### src/rtl/prco_alu_pipe_pkg.sv
// Shared ISA opcodes, condition-flag bit positions and FSM state encoding
// for the prco execute-stage ALU.
package prco_alu_pipe_pkg;

  localparam logic [4:0] PRCO_OP_NOP  = 5'd0;
  localparam logic [4:0] PRCO_OP_MOV  = 5'd1;
  localparam logic [4:0] PRCO_OP_MOVI = 5'd2;
  localparam logic [4:0] PRCO_OP_ADD  = 5'd3;
  localparam logic [4:0] PRCO_OP_LW   = 5'd4;
  localparam logic [4:0] PRCO_OP_SW   = 5'd5;
  localparam logic [4:0] PRCO_OP_SUB  = 5'd6;
  localparam logic [4:0] PRCO_OP_AND  = 5'd7;
  localparam logic [4:0] PRCO_OP_OR   = 5'd8;
  localparam logic [4:0] PRCO_OP_XOR  = 5'd9;
  localparam logic [4:0] PRCO_OP_SHL  = 5'd10;
  localparam logic [4:0] PRCO_OP_SHR  = 5'd11;
  localparam logic [4:0] PRCO_OP_ASR  = 5'd12;
  localparam logic [4:0] PRCO_OP_CMP  = 5'd13;
  localparam logic [4:0] PRCO_OP_MUL  = 5'd14;

  localparam int FLAG_N = 3;
  localparam int FLAG_Z = 2;
  localparam int FLAG_C = 1;
  localparam int FLAG_V = 0;

  typedef enum logic [1:0] {
    ST_IDLE = 2'd0,
    ST_MUL  = 2'd1,
    ST_DONE = 2'd2
  } alu_state_e;

endpackage

### src/rtl/prco_alu_pipe_mul_iter.sv
// Iterative shift-add multiplier: one partial product per cycle, low DATA_W
// bits kept. done flags the final step; product is valid in that same cycle.
module prco_mul_iter #(
  parameter int DATA_W = 16
) (
  input  logic              clk,
  input  logic              rst_n,
  input  logic              start,
  input  logic [DATA_W-1:0] a,
  input  logic [DATA_W-1:0] b,
  output logic              done,
  output logic [DATA_W-1:0] product
);
  localparam int CNT_W = $clog2(DATA_W + 1);

  logic [DATA_W-1:0] mcand;
  logic [DATA_W-1:0] mplier;
  logic [DATA_W-1:0] acc;
  logic [DATA_W-1:0] acc_step;
  logic [CNT_W-1:0]  cnt;

  assign acc_step = acc + (mplier[0] ? mcand : '0);

  always_ff @(posedge clk) begin
    if (!rst_n) begin
      mcand  <= '0;
      mplier <= '0;
      acc    <= '0;
      cnt    <= '0;
    end else if (start) begin
      mcand  <= a;
      mplier <= b;
      acc    <= '0;
      cnt    <= CNT_W'(DATA_W);
    end else if (cnt != '0) begin
      acc    <= acc_step;
      mcand  <= mcand << 1;
      mplier <= mplier >> 1;
      cnt    <= cnt - 1'b1;
    end
  end

  // Last step is folded combinationally so the owner can register it at terminal count.
  assign done    = (cnt == CNT_W'(1));
  assign product = acc_step;

endmodule

### src/rtl/prco_alu_pipe.sv
// prco execute-stage ALU: single-cycle ops plus optional iterative MUL,
// registered result/flags and one-cycle write-back pulses.
//   state | meaning
//   IDLE  | no op in flight, accepting issue
//   MUL   | multiplier iterating, issue ignored, q_busy high
//   DONE  | MUL result pulse cycle, accepting issue
module prco_alu_pipe
  import prco_alu_pipe_pkg::*;
#(
  parameter int DATA_W = 16,
  parameter int IMM_W  = 8,
  parameter int SIMM_W = 5,
  parameter bit MUL_EN = 1'b1
) (
  input  logic              i_clk,
  input  logic              i_rst_n,
  input  logic              i_ce,
  input  logic              i_dec_req_ram,
  input  logic [4:0]        i_op,
  input  logic [DATA_W-1:0] i_data,
  input  logic [DATA_W-1:0] i_datb,
  input  logic [IMM_W-1:0]  i_imm,
  input  logic [SIMM_W-1:0] i_simm,
  output logic [DATA_W-1:0] q_result,
  output logic [3:0]        q_flags,
  output logic              q_ce_reg,
  output logic              q_ce_ram,
  output logic              q_busy
);
  localparam int SH_W = $clog2(DATA_W);
  localparam int MSB  = DATA_W - 1;

  alu_state_e        state, state_nxt;
  logic              ram_sel, ram_sel_nxt;
  logic [DATA_W-1:0] result_nxt;
  logic [3:0]        flags_nxt;
  logic              ce_reg_nxt, ce_ram_nxt;
  logic              mul_start, mul_done;
  logic [DATA_W-1:0] mul_product;

  logic [DATA_W-1:0] alu_res;
  logic              alu_c, alu_v, alu_setf, alu_wr;
  logic [DATA_W:0]   sum, diff, shl_w, shr_w, asr_w;
  logic [SH_W-1:0]   sh_amt;

  // Shifts carry one spare bit so the last bit shifted out lands in a fixed position.
  assign sh_amt = i_datb[SH_W-1:0];
  assign sum    = {1'b0, i_data} + {1'b0, i_datb};
  assign diff   = {1'b0, i_data} - {1'b0, i_datb};
  assign shl_w  = {1'b0, i_data} << sh_amt;
  assign shr_w  = {i_data, 1'b0} >> sh_amt;
  assign asr_w  = $signed({i_data, 1'b0}) >>> sh_amt;

  always_comb begin
    alu_res  = '0;
    alu_c    = 1'b0;
    alu_v    = 1'b0;
    alu_setf = 1'b0;
    alu_wr   = 1'b1;
    case (i_op)
      PRCO_OP_ADD: begin
        alu_res  = sum[MSB:0];
        alu_c    = sum[DATA_W];
        alu_v    = (i_data[MSB] == i_datb[MSB]) && (sum[MSB] != i_data[MSB]);
        alu_setf = 1'b1;
      end
      PRCO_OP_SUB, PRCO_OP_CMP: begin
        alu_res  = diff[MSB:0];
        alu_c    = ~diff[DATA_W];
        alu_v    = (i_data[MSB] != i_datb[MSB]) && (diff[MSB] != i_data[MSB]);
        alu_setf = 1'b1;
        alu_wr   = (i_op != PRCO_OP_CMP);
      end
      PRCO_OP_AND: begin alu_res = i_data & i_datb; alu_setf = 1'b1; end
      PRCO_OP_OR:  begin alu_res = i_data | i_datb; alu_setf = 1'b1; end
      PRCO_OP_XOR: begin alu_res = i_data ^ i_datb; alu_setf = 1'b1; end
      PRCO_OP_SHL: begin alu_res = shl_w[MSB:0];    alu_c = shl_w[DATA_W]; alu_setf = 1'b1; end
      PRCO_OP_SHR: begin alu_res = shr_w[DATA_W:1]; alu_c = shr_w[0];      alu_setf = 1'b1; end
      PRCO_OP_ASR: begin alu_res = asr_w[DATA_W:1]; alu_c = asr_w[0];      alu_setf = 1'b1; end
      PRCO_OP_MOV:  alu_res = i_datb;
      PRCO_OP_MOVI: alu_res = DATA_W'(i_imm);
      PRCO_OP_LW, PRCO_OP_SW: alu_res = i_data + DATA_W'($signed(i_simm));
      default: alu_res = '0;
    endcase
  end

  always_comb begin
    state_nxt   = state;
    result_nxt  = q_result;
    flags_nxt   = q_flags;
    ce_reg_nxt  = 1'b0;
    ce_ram_nxt  = 1'b0;
    ram_sel_nxt = ram_sel;
    mul_start   = 1'b0;
    case (state)
      ST_MUL: begin
        if (mul_done) begin
          result_nxt = mul_product;
          ce_reg_nxt = ~ram_sel;
          ce_ram_nxt = ram_sel;
          state_nxt  = ST_DONE;
        end
      end
      default: begin
        state_nxt = ST_IDLE;
        if (i_ce) begin
          ram_sel_nxt = i_dec_req_ram;
          if (MUL_EN && (i_op == PRCO_OP_MUL)) begin
            mul_start = 1'b1;
            state_nxt = ST_MUL;
          end else begin
            if (alu_wr) begin
              result_nxt = alu_res;
              ce_reg_nxt = ~i_dec_req_ram;
              ce_ram_nxt = i_dec_req_ram;
            end
            if (alu_setf) begin
              flags_nxt[FLAG_N] = alu_res[MSB];
              flags_nxt[FLAG_Z] = (alu_res == '0);
              flags_nxt[FLAG_C] = alu_c;
              flags_nxt[FLAG_V] = alu_v;
            end
          end
        end
      end
    endcase
  end

  always_ff @(posedge i_clk) begin
    if (!i_rst_n) begin
      state    <= ST_IDLE;
      ram_sel  <= 1'b0;
      q_result <= '0;
      q_flags  <= '0;
      q_ce_reg <= 1'b0;
      q_ce_ram <= 1'b0;
    end else begin
      state    <= state_nxt;
      ram_sel  <= ram_sel_nxt;
      q_result <= result_nxt;
      q_flags  <= flags_nxt;
      q_ce_reg <= ce_reg_nxt;
      q_ce_ram <= ce_ram_nxt;
    end
  end

  assign q_busy = (state == ST_MUL);

  if (MUL_EN) begin : g_mul
    prco_mul_iter #(.DATA_W(DATA_W)) u_mul (
      .clk     (i_clk),
      .rst_n   (i_rst_n),
      .start   (mul_start),
      .a       (i_data),
      .b       (i_datb),
      .done    (mul_done),
      .product (mul_product)
    );
  end else begin : g_no_mul
    assign mul_done    = 1'b0;
    assign mul_product = '0;
  end

endmodule
### config.mk
export PLATFORM = sky130hd
export DESIGN_NAME = prco_alu_pipe
export DESIGN_NICKNAME = d
export VERILOG_FILES = /design/src/rtl/prco_alu_pipe_pkg.sv /design/src/rtl/prco_alu_pipe_mul_iter.sv /design/src/rtl/prco_alu_pipe.sv
export SDC_FILE = /design/constraint.sdc
export NUM_CORES = 1
export LEC_CHECK = 0
export CAP_MARGIN = 20
export CORE_ASPECT_RATIO = 0.7
export CORE_MARGIN = 5
export CORE_UTILIZATION = 58
export DETAILED_ROUTE_END_ITERATION = 8
export GPL_TIMING_DRIVEN = 1
export PLACE_DENSITY = 0.8
export SLEW_MARGIN = 10
export SYNTH_ARGS = -nofsm -noshare
export SYNTH_HDL_FRONTEND = slang
export SYNTH_SLANG_ARGS = --single-unit
### constraint.sdc
create_clock -name i_clk -period 6.2 [get_ports i_clk]
set_input_delay 1.86 -clock i_clk [delete_from_list [all_inputs] [get_ports i_clk]]
set_output_delay 1.86 -clock i_clk [all_outputs]
set_load 0.03 [all_outputs]
==> qor.yml <==
synth:
  synthesis.area_mm2: 0.009585
  synth.area.mux_share_pct: 8.719
  synth_cell_types: 92
  synth-edff-count: 0
  synth-adder-area-share_pct: 12.06
  yosys.area_share.simple_pct: 26.18
  synth-compound-area-share_pct: 27.53
  async_flop_share_pct: 0
  ys_warn_count: 0
  synth-xor-area-share_pct: 2.376
  synth_fp_nets: 1434
  synth_ff_type: "dfxtp_1"
  yosysSeqAreaShare_pct: 16.29
  syn_area_per_cell_um2: 7.431
  synth-seq-cells: 78
  netlist_instances: 1290
  synth_top_family_by_area: "compound AO/OA/AOI/OAI gates"
sta:
  period_minus_slack_ns: 5.351
  finalMaxSlewViolations: 0
  slew_headroom_pct: 27.02
  hold_violations: 0
  finalCritPeriodShare_pct: 86.30
  fmax_mhz: 186.9
  worstMarginPinSlew_ns: 1.091
  setup_viol: 0
  fin_tns_setup_ns: 0
  fin_skew_ns: 0.008872
  rsz0062_at_grt: "no"
detailed_routing:
  firstDrtPassIters: 7
  remaining_drc_errors: 0
  routed_wl_mm: 38.91
  vias: 10980
  drtAntennaViolNets: 0
  via_per_inst: 7.023
  drt_iter0_markers: 1772
  wire_per_inst_um: 24.88
cts:
  clock_path_buffers: 2
  hold_buffers: 0
  path_clk_slew_ns: 0.06
  post_cts_resized: 0
  cts_tree: "yes"
  cts_setup_buffers: 0
  h-tree-depth: 3
  cts_sinks: 78
  cts_root_buf: "clkbuf_16"
  clock_latency_ns: 0.34
  cts_buffers: 9
die:
  core_mm2: 0.01625
  rows: 39
  fp.dieH_um: 117.6
  initial_core_util_pct: 58.99
  boundaryPins: 77
  die-area_mm2: 0.01924
  die_x_um: 163.7
critical_path:
  start_kind: "primary input"
  r2r-end: "g_mul.u_mul.acc[14]$_SDFFE_PP0P_"
  crit_arrival_ns: 5.63
  crit_path_max_fanout: 11
  critPathLaunch: "i_data[2]"
  slowest_stage: "clkdlybuf4s50_1"
  critPathKind: "in2reg"
  r2r_cells: 11
  max_stage_delay_ns: 0.69
  crit_chain: "clkdlybuf4s50_1 > inv_1 > ha_1 > nand2b_1 > a2111oi_2 > nor3_1 > a221o_1 > a211oi_1 > o211ai_1 > nor4_2 > nand4b_1 > nand2_1"
  crit_buf_inv: 2
  worstPathRequired_ns: 6.48
  worstSetupEndpointType: "register"
  cp_top_family: "compound AO/OA/AOI/OAI gates"
  r2r_start: "g_mul.u_mul.mplier[0]$_SDFFE_PN0P_"
  r2r_slack_ns: 2.74
layout:
  n_antenna_cell: 0
  drive_gt1_share_pct: 8.066
  layout_commonest_cell: "nand2_1"
  multiInputGateArea_mm2: 0.007370
  nNetsFinal: 1478
  fin_cells: 1564
  regArea_mm2: 0.001562
  synthToLayoutAreaGrowth_pct: 13.05
  layout_common_cells: "nand2_1, nor2_1, ha_1"
  nFillCells: 1428
global_routing:
  grt.overflow.total: 0
  grt_max_degree: 65
  grt_use_total_pct: 38.87
  grt_antenna_before_repair: 0
  grt_pass1_vias: 9740
  grt_pass1_wl_mm: 58.79
run:
  drv_cap: 0
placed_design:
  place_congestion: 1.136
  placed_cells: 1548
  hpwl_mm: 29.93
  port-buffer-count: 76
pwr:
  p_per_area_mw_per_mm2: 195.6
  ir_drop_mv: 0.4150
  p_leak_nw: 4.268
hold_path:
  min_path_cells: 2
  worstHoldStart: "g_mul.u_mul.acc[5]$_SDFFE_PP0P_"
  hold_path_end: "g_mul.u_mul.acc[5]$_SDFFE_PP0P_"
  hold_class: "reg2reg"
outcome:
  status: "finished, final reports clean"
worst reg2reg max path, stage by stage (launching register included):
cell     delay, ns
dfxtp_1       0.71
and2_1        0.22
ha_1          0.27
nor2b_1       0.17
o31ai_1       0.43
a21oi_1       0.20
a41o_1        0.32
o41a_1        0.35
a31oi_1       0.23
xnor2_1       0.24
nand2_1       0.10
a21oi_1       0.15
stage by stage:
stage | area (µm²) | setup slack [ns] | total power, mW | utilization [%] | hold slack (ns)
floorplan | 9585 | 1.255 | 1.197 | - | 0.4362
global placement | 10510 | 0.7407 | 1.481 | 64.65 | 0.4435
detailed placement | 10510 | 0.6528 | 1.486 | 64.65 | 0.4507
CTS | 10840 | 0.9931 | 2.078 | 66.69 | 0.4581
global route | 10840 | 0.6476 | 2.206 | 66.69 | 0.4700
finish | 10840 | 0.8491 | 2.120 | 66.69 | 0.4590
how the worst max path moves through the flow:
stage	cells after the start	endpoint
after floorplan	15	q_flags[2]$_SDFFE_PN0P_
after global placement	12	q_flags[2]$_SDFFE_PN0P_
after detailed placement	12	q_flags[2]$_SDFFE_PN0P_
after CTS	12	q_flags[2]$_SDFFE_PN0P_
after global routing	12	q_flags[2]$_SDFFE_PN0P_
final	12	q_flags[2]$_SDFFE_PN0P_
area by class of cell:
cell class | instances | area share [%]
timing repair buffer | 114 | 9.606
tap | 225 | 2.598
sequential | 78 | 14.41
multi-input combinational | 1064 | 68.01
clock buffer | 12 | 2.182
clock inverter | 4 | 0.8775
inverter | 67 | 2.321
cell usage after synthesis (9+ instances only):
cell / number / share of area (%)
nor3b_1: 9 / 0.70
nor2_1: 134 / 5.2
nand2_1: 169 / 6.6
xnor2_1: 19 / 1.7
o211ai_1: 16 / 1.3
a311oi_1: 33 / 3.0
nand3_1: 27 / 1.4
a21o_1: 9 / 0.70
nand4_1: 18 / 1.2
a21oi_1: 80 / 4.2
ha_1: 86 / 11
nand2b_1: 16 / 1.0
dfxtp_1: 78 / 16
o221ai_1: 9 / 0.82
o22ai_1: 12 / 0.78
buf_2: 17 / 0.89
o2111ai_1: 12 / 1.1
a31oi_1: 12 / 0.78
clkbuf_1: 47 / 1.8
o21ai_0: 48 / 2.5
and2_1: 20 / 1.3
nor2b_1: 17 / 1.1
or2_2: 10 / 0.65
mux2i_1: 25 / 2.6
a211oi_1: 30 / 2.3
inv_1: 64 / 2.5
mux4_2: 18 / 4.2
nor3_1: 46 / 2.4
o31ai_1: 9 / 0.70
or3_1: 12 / 0.78
per-layer routing:
layer  vias up  global-route usage [%]  wire [µm]
li1       4891                       -          -
met1      5119                   57.28      16410
met2       858                   51.14      14620
met3       116                   17.61       6654
met4         0                   8.643       1223
met5         -                       0          0
cells by family (layout without fill, tap and decap cells):
kind of cell | after synthesis | in the layout
AOI/OAI and AO/OA | 370 | 370
and+or+nand+nor | 522 | 522
buffers and inverters | 148 | 197
xor gates and xnor gates | 26 | 26
muxes | 56 | 56
DFF | 78 | 78
adders and majority gates | 90 | 90
where the power goes:
| part | internal, mW | switching [mW] | total (mW) |
|---|---|---|---|
| logic | 0.301 | 0.656 | 0.957 |
| clock network | 0.393 | 0.202 | 0.595 |
| registers | 0.538 | 0.0302 | 0.568 |
| total | 1.23 | 0.888 | 2.12 |
No activity file was read; power rests on OpenSTA's default activity.
==> edit: new RTL, same settings <==
Change the parameter `MUL_EN` from 1'b1 to 1'b0.
--- a/src/rtl/prco_alu_pipe.sv
+++ b/src/rtl/prco_alu_pipe.sv
@@ -12,3 +12,3 @@
   parameter int SIMM_W = 5,
-  parameter bit MUL_EN = 1'b1
+  parameter bit MUL_EN = 1'b0
 ) (
Behaviour: not the same (Yosys sat finds a counterexample within 4 cycles, from zero or initial values and one cycle with i_rst_n low).
==> edit against the unedited design <==
Sequential cell count fell by 56; die area fell by 32%; synthesized area fell by 34%; cell area fell by 34%; count of clock-buffer cells in the layout fell by 8; wire length fell by 32%; setup slack got worse by 210 ps; total power fell by 58%; register-to-register slack improved by 2400 ps; critical path type unchanged.
==> edit: results (changes against the unedited design) <==
[pwr]
p_leak_nw = 2.96  ; -31%
vdd_drop_max_mv = 0.0746  ; -82%

[layout]
nets = 1016  ; -31%
drive_above_1_share_pct = 9.76  ; +1.7 points
n_antenna_cell = 0  ; unchanged
top_regs = q_result: 16 flops, q_flags: 4 flops

[setup_path]
slowest_stage = clkdlybuf4s50_1
crit_arrival_ps = 5750  ; +120 ps
critical_path.max_stage_delay_ps = 640  ; -50 ps
ff2ff_setup_slack_ps = 5180  ; +2440 ps
critPathLaunch = i_data[0]
r2r_end = q_flags[1]
cp_top_family = compound AO/OA/AOI/OAI gates
r2r_cells = 4  ; -7
regToRegStartpoint = q_flags[1]
critPathMaxFanout = 8  ; -3
endpoint = q_flags[2]

[sta]
relSlewSlack_pct = 27.8  ; +0.75 points
timing.hold.ws_ps = 472  ; +12.6 ps
period_share_pct = 89.6  ; +3.3 points
skew_ps = 0  ; -8.87 ps

[clock_tree]
clock_latency_ps = 250  ; -90 ps
root_buffer = clkbuf_16
cts_resized = 0  ; unchanged
clock_path_buffers = 2  ; unchanged
htree_levels = 1  ; -2
cts_buffers = 3  ; -6
cts_setup_buffers = 0  ; unchanged
cts.clk_slew.worst_paths_ps = 60  ; about the same

[detailed_routing]
drtPass1Iterations = 7  ; unchanged
via_count = 7572  ; -31%
initialDrtViolationCount = 1214  ; -31%
wl_per_cell_um = 25.9  ; +4.3%
wl_mm = 26.5  ; -32%

[status]
status = finished, final reports clean

[placement]
place.gp.congestion = 1.11  ; -2.4%
dpl_worst_slack_ps = 465  ; -188 ps
postPlaceCellArea_um2 = 7090  ; -32%
portBuffers = 75  ; -1.3%
dp_hpwl_mm = 20.4  ; -32%

[logic_synthesis]
yosysSeqAreaShare_pct = 7.00  ; -9.3 points
ys_top_cells_by_count = 75 x nor2_1, 67 x ha_1, 65 x nand2_1
ys_types = 87  ; -5.4%
async_flop_share_pct = 0  ; unchanged
avgSynthCellArea_um2 = 7.46  ; +0.33%
synth_warnings = 0  ; unchanged
synth_area_leaders = ha_1 13%, dfxtp_1 7.0%, mux2i_1 5.7%
synth_ff_type = dfxtp_1
syn-num-nets = 968  ; -32%

[min_path]
holdCritPathClass = flip-flop to flip-flop
min_from = q_flags[0]

[global_routing]
grt_pass1_wl_mm = 40.3  ; -32%
grt_antenna_before_repair = 1  ; +1
grt_max_degree = 39  ; -40%
grt_use_total_pct = 38.6  ; -0.23 points
grt_pass1_vias = 6970  ; -28%

[edit: cell types whose count changed in the layout (fill, tap and decap cells not counted), moves of 8 or more]
cell      change
a21oi_1      -36
a311oi_1     -30
and2_1       -16
buf_4         -8
dfxtp_1      -56
ha_1         -19
inv_1        -13
mux2i_1      +11
nand2_1     -104
nand4_1      -13
nor2_1       -59
nor3_1       -25
o22ai_1       -8
xnor2_1       -9
[edit: worst min-delay path by stage]
stage	to	cells after the start
after global placement	q_flags[0]	2
after global routing	q_flags[0]	2
after CTS	q_flags[0]	2
final	q_flags[0]	2
after floorplan	q_flags[0]	2
after detailed placement	q_flags[0]	2
[edit: logic make-up after synthesis]
group / after synthesis / share of synthesized area, %
XOR/XNOR: 13 / 1.81
multiplexers: 61 / 13.6
AND/OR/NAND/NOR: 277 / 22.3
other: 1 / 0.0596
AO/OA/AOI/OAI: 284 / 32.5
buffers and inverters: 116 / 8.51
adder cells (fa/ha/maj): 70 / 14.3
flip-flops: 22 / 7.00
[edit: worst reg2reg max path, stage by stage (launching register included)]
cell,delay [ps]
dfxtp_1,400
o21ai_0,120
a31oi_1,190
o21ai_0,120
a21oi_1,130
[edit: layer usage]
layer / vias to the layer above / GRT usage (%) / wire length [um]
met4: 2 / 15.4 / 1450
li1: 3308 / - / -
met1: 3507 / 53.6 / 10500
met3: 99 / 14.0 / 4230
met5: - / 0 / 14
met2: 656 / 53.9 / 10300
[edit: layout make-up]
class,count,area (um^2)
clock buffers,4,88.8
fillers,915,3290
inverters,54,203
multi-input cells,706,5320
flip-flops and latches,22,440
well taps,132,165
repair buffers,105,961
[edit: power breakdown]
part           switching [mW]  internal [mW]  leakage (nW)
clock                  0.0517         0.0985        0.0442
combinational           0.355          0.224          2.73
sequential            0.00585          0.152         0.181
total                   0.412          0.474          2.96
